--- src/rtl/square_wave_generator.sv ---
// square_wave_generator: programmable square-wave source with double-buffered config and burst/continuous modes
module square_wave_generator #(
  parameter int WIDTH = 32,
  parameter int CNT_WIDTH = 16,
  parameter int unsigned DEFAULT_HIGH = 25,
  parameter int unsigned DEFAULT_LOW = 25
) (
  input  logic                 clk,
  input  logic                 rst,
  input  logic                 cfg_valid,
  output logic                 cfg_ready,
  input  logic [WIDTH-1:0]     cfg_high_time,
  input  logic [WIDTH-1:0]     cfg_low_time,
  input  logic [CNT_WIDTH-1:0] cfg_count,
  input  logic                 start,
  input  logic                 stop,
  output logic                 signal_out,
  output logic                 busy,
  output logic                 period_done,
  output logic                 burst_done,
  output logic                 cfg_err
);
  localparam logic [1:0] IDLE = 2'd0;
  localparam logic [1:0] HIGH = 2'd1;
  localparam logic [1:0] LOW  = 2'd2;
  logic [1:0]           state, state_n;
  logic [WIDTH-1:0]     cnt, cnt_n;
  logic [CNT_WIDTH-1:0] periods_left, periods_n;
  logic                 stop_req, stop_req_n;
  logic [WIDTH-1:0]     act_high, act_high_n, act_low, act_low_n;
  logic [CNT_WIDTH-1:0] act_count, act_count_n;
  logic [WIDTH-1:0]     pend_high, pend_high_n, pend_low, pend_low_n;
  logic [CNT_WIDTH-1:0] pend_count, pend_count_n;
  logic                 pending, pending_n;
  logic                 cfg_accept, cfg_bad, cfg_good, period_end, last_period;
  assign cfg_ready   = ~pending;
  assign cfg_accept  = cfg_valid & ~pending;
  assign cfg_bad     = (cfg_high_time == '0) | (cfg_low_time == '0);
  assign cfg_good    = cfg_accept & ~cfg_bad;
  assign period_end  = (state == LOW) && (cnt == '0);
  assign last_period = stop_req | stop | ((act_count != '0) && (periods_left == CNT_WIDTH'(1)));
  assign period_done = period_end;
  assign burst_done  = period_end & last_period;
  assign busy        = state != IDLE;
  // next-state: config buffering, phase counting and period-boundary decisions
  always_comb begin
    state_n      = state;
    cnt_n        = cnt;
    periods_n    = periods_left;
    stop_req_n   = stop_req;
    act_high_n   = act_high;
    act_low_n    = act_low;
    act_count_n  = act_count;
    pend_high_n  = pend_high;
    pend_low_n   = pend_low;
    pend_count_n = pend_count;
    pending_n    = pending;
    if (cfg_good) begin
      if (state == IDLE || (period_end && last_period)) begin
        act_high_n  = cfg_high_time;
        act_low_n   = cfg_low_time;
        act_count_n = cfg_count;
      end else begin
        pend_high_n  = cfg_high_time;
        pend_low_n   = cfg_low_time;
        pend_count_n = cfg_count;
        pending_n    = 1'b1;
      end
    end
    case (state)
      IDLE: begin
        if (start && !stop) begin
          state_n    = HIGH;
          cnt_n      = act_high - 1'b1;
          periods_n  = act_count;
          stop_req_n = 1'b0;
        end
      end
      HIGH: begin
        stop_req_n = stop_req | stop;
        if (cnt != '0) begin
          cnt_n = cnt - 1'b1;
        end else begin
          state_n = LOW;
          cnt_n   = act_low - 1'b1;
        end
      end
      LOW: begin
        if (cnt != '0) begin
          cnt_n      = cnt - 1'b1;
          stop_req_n = stop_req | stop;
        end else begin
          periods_n = (act_count != '0) ? periods_left - 1'b1 : periods_left;
          if (pending) begin
            act_high_n  = pend_high;
            act_low_n   = pend_low;
            act_count_n = pend_count;
            pending_n   = 1'b0;
          end
          if (last_period) begin
            state_n    = IDLE;
            stop_req_n = 1'b0;
          end else begin
            state_n   = HIGH;
            cnt_n     = (pending ? pend_high : act_high) - 1'b1;
            periods_n = pending ? pend_count : periods_n;
          end
        end
      end
      default: state_n = IDLE;
    endcase
  end
  // state, counters and output register; signal_out follows the next state
  always_ff @(posedge clk or negedge rst) begin
    if (!rst) begin
      state        <= IDLE;
      cnt          <= '0;
      periods_left <= '0;
      stop_req     <= 1'b0;
      signal_out   <= 1'b0;
      cfg_err      <= 1'b0;
    end else begin
      state        <= state_n;
      cnt          <= cnt_n;
      periods_left <= periods_n;
      stop_req     <= stop_req_n;
      signal_out   <= state_n == HIGH;
      cfg_err      <= cfg_accept & cfg_bad;
    end
  end
  // active and pending configuration registers
  always_ff @(posedge clk or negedge rst) begin
    if (!rst) begin
      act_high   <= WIDTH'(DEFAULT_HIGH);
      act_low    <= WIDTH'(DEFAULT_LOW);
      act_count  <= '0;
      pend_high  <= '0;
      pend_low   <= '0;
      pend_count <= '0;
      pending    <= 1'b0;
    end else begin
      act_high   <= act_high_n;
      act_low    <= act_low_n;
      act_count  <= act_count_n;
      pend_high  <= pend_high_n;
      pend_low   <= pend_low_n;
      pend_count <= pend_count_n;
      pending    <= pending_n;
    end
  end
endmodule

--- config.mk ---
export PLATFORM = sky130hd
export DESIGN_NAME = square_wave_generator
export DESIGN_NICKNAME = d
export VERILOG_FILES = /design/src/rtl/square_wave_generator.sv
export SDC_FILE = /design/constraint.sdc
export NUM_CORES = 1
export LEC_CHECK = 0
export CORE_UTILIZATION = 28
export DETAILED_ROUTE_END_ITERATION = 12
export PLACE_DENSITY = 0.52
export SLEW_MARGIN = 20
export SYNTH_ARGS = -nofsm -noshare
export SYNTH_HDL_FRONTEND = slang
export SYNTH_SLANG_ARGS = --single-unit
--- constraint.sdc ---
create_clock -name clk -period 4.3 [get_ports clk]
set_input_delay 0.86 -clock clk [delete_from_list [all_inputs] [get_ports clk]]
set_output_delay 0.86 -clock clk [all_outputs]
set_load 0.01 [all_outputs]
==> After elaboration in Yosys (flattened, before gate mapping) <==
Index checks and enable logic that the tools add are counted.
{ "classes": {"n_reduce_logical": 19, "mux": 41, "n_addsub": 5, "eq_ne": 8, "bitwise_logic": 10} }
{ "op_table": {"columns": ["op", "count"], "rows": [
  ["$mux 32", 15],
  ["$mux 16", 10],
  ["$sub 32x1->32 const B", 4],
  ["$logic_not 32->1", 3],
  ["$pmux 32 s3", 1],
  ["$pmux 16 s2", 1],
  ["$reduce_bool 32->1", 1],
  ["$eq 16x1->1 const B", 1],
  ["$reduce_bool 16->1", 1],
  ["$sub 16x1->16 const B", 1],
  ["$mux 1", 9],
  ["$reduce_and 3->1", 3],
  ["$mux 2", 3],
  ["$ne 3x2->1 const B", 2],
  ["$pmux 2 s3", 1],
  ["$and 1x1->1", 4],
  ["$eq 2x1->1 const B", 2],
  ["$logic_and 1x1->1", 4],
  ["$reduce_bool 2->1", 2],
  ["$not 1->1", 3],
  ["$or 1x1->1", 3],
  ["$pmux 1 s3", 1],
  ["$reduce_bool 3->1", 1],
  ["$eq 2x2->1 const B", 1],
  ["other kinds (6)", 6]
]} }
{ "totals": {"in_bits": 85, "regBits": 214, "elab_cells": 96} }

==> Longest topological paths before layout <==
{ "depth": {"ltp_word": 10, "depth_mapped": 14, "mapped_depth_nobuf": 9} }

==> Least setup slack after synthesis <==
OpenSTA, ideal clock, no wires.
{ "synth_timing": {"path_type": "register to register", "from": "register pending", "to": "register cnt[24]", "stages_incl_launch_ff": 15, "period_less_slack_ns": 3.443, "arrival_ns": 3.317, "slack_ns": 0.857, "cell_sequence": "dfrtp_1 > buf_2 > buf_2 > buf_2 > buf_1 > buf_1 > mux2i_1 > ha_1 > buf_1 > o211ai_1 > nor4_4 > nand4_1 > xnor2_1 > o21ai_0 > a221o_1"} }
{ "synth_via": {"elab_chain_len": 5} }
{ "synth_lines": {"columns": ["element", "line_no", "rtl"], "rows": [
  ["start: declaration", "34", "logic pending, pending_n;"],
  ["start signal: assignment", "148", "pending <= pending_n;"],
  ["$mux 32", "105", "cnt_n = (pending ? pend_high : act_high) - 1'b1;"],
  ["$sub 32x1->32", "105", null],
  ["$mux 32", "100", "if (last_period) begin"],
  ["$mux 32", "89", "if (cnt != '0) begin"],
  ["$pmux 32 s3", "70", "case (state)"],
  ["end signal: assignment", "124", "cnt <= cnt_n;"],
  ["end: declaration", "27", "logic [WIDTH-1:0] cnt, cnt_n;"]
]} }
No other way between the ends. The select of a mux whose other input is x is not followed.
A chain may end at the register's enable or synchronous reset.

==> Final worst setup path <==
{ "layout_timing": {"from": "register cnt[0]", "to": "output port period_done"} }
{ "layout_via": {"elab_chain_len": 2} }
{ "layout_lines": {"columns": ["element", "line_no", "rtl"], "rows": [
  ["$logic_not 32->1", "40", "assign period_end = (state == LOW) && (cnt == '0);"],
  ["$logic_and 1x1->1", "40", null],
  ["end: declaration", "19", "output logic period_done,"]
]} }
No other way between the ends.

==> results.md <==
* Crit path time final at 4.12 ns
* Max VDD drop at between 0.2 and 0.25 mV
* CP max stage delay at 0.64 ns
* Worst r2r dst: act_high[5]
* Htree depth at 1
* Clk pwr share at 0.397
* Drt initial violations at 1084
* # setup viols final at 0
* Sink Count at 214
* R2r setup slk at 0.63 ns
* Fin area at 0.0158 sq mm
* DRC at 0
* P per Cell Area at 358 mW/mm^2
* Status: completed
* Setup CP Type: reg2out
* Worst Path Arrival at 3.26 ns
* Sequential Power Share at 0.455
* Clk slew on worst S/H paths at ~0.06 ns
* Core Util, Final at 0.336
* Max Cap Viol at 0
* Post-synth top area cell: dfrtp_1
* CTS buffer count at 26
* Cell area after placement at 0.0149 sq mm
* Initial antenna violation count at 0
* Synth-to-layout area growth at 17.4%
* Post-route ant nets at 0
* Startpoint type of the worst setup path: register
* CP top delay family: simple AND/OR/NAND/NOR gates
* Pins Over Slew Limit at 0
* Sw Pwr at between 0.0015 and 0.002 W
* Most used cell, CP: inv_1
* Port bufs at 90
* P_int at ~0.0040 W
* I/O pins at 91
* WP data required at 3.44 ns
* Gr ovfl total at 0
* Stages on worst setup path at 7
* Worst R2R Start: cnt[0]
* Worst path cell trace: inv_1 -> ha_1 -> or4b_2 -> nor4_4 -> nand4_4 -> inv_1 -> clkdlybuf4s50_1
* Leak Pwr at 6.16 nW
* Synthesis-stage register bit count at 214
* Largest net degree at the start of global routing at between 90 and 100
* Yosys cell types at 76
* Crit share post-route at 0.958
* Die X at roughly 220 um
* RSZ-0062 raised after global routing: no
* Mean Syn Cell Area at 8.79 sq um
* Synth top area cells: dfrtp_1 (39%), mux2_1 (6.4%), nand2_1 (6.3%)
* Initial Utilization at 0.286
* Setup TNS at 0 ns
* Syn Nets at 1625
* Number of global-route vias before repair at 11600
* Synth top cells by count: nand2_1 (227), dfrtp_1 (208), nor2_1 (144)
* Vias at 12000
* Post-CTS Hold Buffers at 0
* Synthesized instance count at 1529
* Highest fanout seen on the critical path at 10
* Yosys top cell area share at 0.387
* Critical Path Slowest Stage Cell: or4b_2
* Synth Flop Type: dfrtp_1
* TritonCTS clock tree: done
* Resized Gates After CTS at 0
* Gr usage total at 0.180
* Worst skew pair latency at 0.55 ns
* Layout fillers at 4830
* Crit end category: output pin
* Buf/Inv on CP at 3
* Detailed Route WL at 44200 um
* # diodes at 0
* Hold Fails Final Rpt at 0
* CP startpoint: cnt[0]
* Combinational fraction of design power at 0.148
* Worst Setup EP: period_done
* DP HPWL at 31500 um
* Vias per cell at between 5 and 6
* Layout cells sized above 1 at 0.0780
* Least-Margin Pin Slew at 0.845 ns
* Clock skew at 0.0197 ns
* Yosys warnings at 0
* Fmax at 243 MHz
* Number of setup buffers added after CTS at 0
* Number of synthesized flops with an enable pin at 0
* Sequential area share after synthesis at 0.399
* Slew headroom at 0.431
* Die H at 221 um
* NumNets Final at around 1700
* Area of the core at 0.0470 sq mm
* First-pass GRT wire length at approximately 70000 um
* Die Area at approximately 0.049 sq mm
* FF-to-FF path depth at 10
* First-pass DRT Iterations at 5
* Top-count cell post-synth: nand2_1
* Row count at 79
* Min-Delay Path Class: in2async
* Sw frac at 0.286
* Gp weighted congestion at roughly 0.88
* Root Buffer: clkbuf_16
* Drt wl/cell at 20.1 um
* Clock buffer depth at 3
* Ys async rst share at 1.00
* Synthesized area at 0.0134 sq mm
[per-stage QoR]
stage / instances / setup slack [ns] / hold WS (ns) / total power [W]
2_1_floorplan: 1529 / 0.857 / 0.459 / 0.00305
3_3_place_gp: 2149 / 0.537 / 0.469 / 0.00342
3_5_place_dp: 2149 / 0.490 / 0.475 / 0.00345
4_1_cts: 2197 / 0.106 / 0.364 / 0.00572
5_1_grt: 2197 / 0.000793 / 0.395 / 0.00593
6_report: 2197 / 0.182 / 0.329 / 0.00565
[state kept, by name, indices dropped and copies added, names as in the netlist]
name / count
pending: 1
periods_left: 16
state: 2
pend_high: 32
act_count: 16
stop_req: 1
act_high: 32
pend_low: 32
signal_out: 1
act_low: 32
pend_count: 16
cfg_err: 1
cnt: 32
[how the worst min path moves through the flow]
stage / start / endpoint
after floorplan: pend_low[0] / pend_low[0]
after global placement: pend_low[27] / pend_low[27]
after detailed placement: pend_low[27] / pend_low[27]
after CTS: rst / pend_low[11]
after global routing: rst / pend_low[13]
final: rst / pend_high[16]
[power by group through the flow]
stage / clock network [W] / logic, W / registers (W)
floorplan: 0 / 0.000544 / 0.00250
global placement: 0 / 0.000827 / 0.00259
detailed placement: 0 / 0.000843 / 0.00260
CTS: 0.00230 / 0.000846 / 0.00257
global route: 0.00239 / 0.000920 / 0.00262
finish: 0.00224 / 0.000836 / 0.00257
[cell families (layout without fill, tap and decap cells)]
| family | after synthesis | count (layout) | share of synthesized area |
|---|---|---|---|
| adder cells (fa/ha/maj) | 11 | 11 | 0.0102 |
| multiplexers | 111 | 111 | 0.0903 |
| AO/OA/AOI/OAI | 341 | 341 | 0.160 |
| flip-flops | 214 | 214 | 0.399 |
| XOR/XNOR | 103 | 103 | 0.0672 |
| buffers and inverters | 133 | 194 | 0.0486 |
| AND/OR/NAND/NOR | 616 | 616 | 0.224 |
[routing by layer]
metal	vias up	share of wire	wire, um	global-route usage
met3	70	0.059	2630	0.0292
met4	0	0.024	1070	0.0503
met5	-	0	0	0
met2	360	0.46	20200	0.287
li1	5660	-	-	-
met1	5915	0.46	20200	0.251
[layout make-up]
cell class              instances  area (sq um)  share of cell area
inverters                      22          82.6             0.00524
repair buffers                124          1250              0.0792
clock inverters                16           150             0.00952
well taps                     607           759              0.0482
multi-input cells            1182          7450               0.472
clock buffers                  32           714              0.0453
flip-flops and latches        214          5360               0.340
[worst reg2reg max path, cell delays in order, from the launching register on]
cell and delay (ns):
dfrtp_1 0.41, inv_1 0.09, ha_1 0.15, or4b_2 0.64, nor4_4 0.29, nand4_4 0.29
o21ai_1 0.40, and2_2 0.59, buf_12 0.32, nand2_1 0.17, a31oi_1 0.23
[cell usage in the layout, fill, tap and decap left out, types with 44 or more instances in the layout]
cell / instances
dfrtp_1: 207
mux2_1: 76
clkdlybuf4s50_1: 89
a31oi_1: 90
o21ai_0: 76
xor2_1: 44
nor4_1: 51
a21oi_1: 53
nor2_1: 144
nor3_1: 53
xnor2_1: 59
nand2_1: 225
Note: power is estimated with default switching activity, not from simulation.
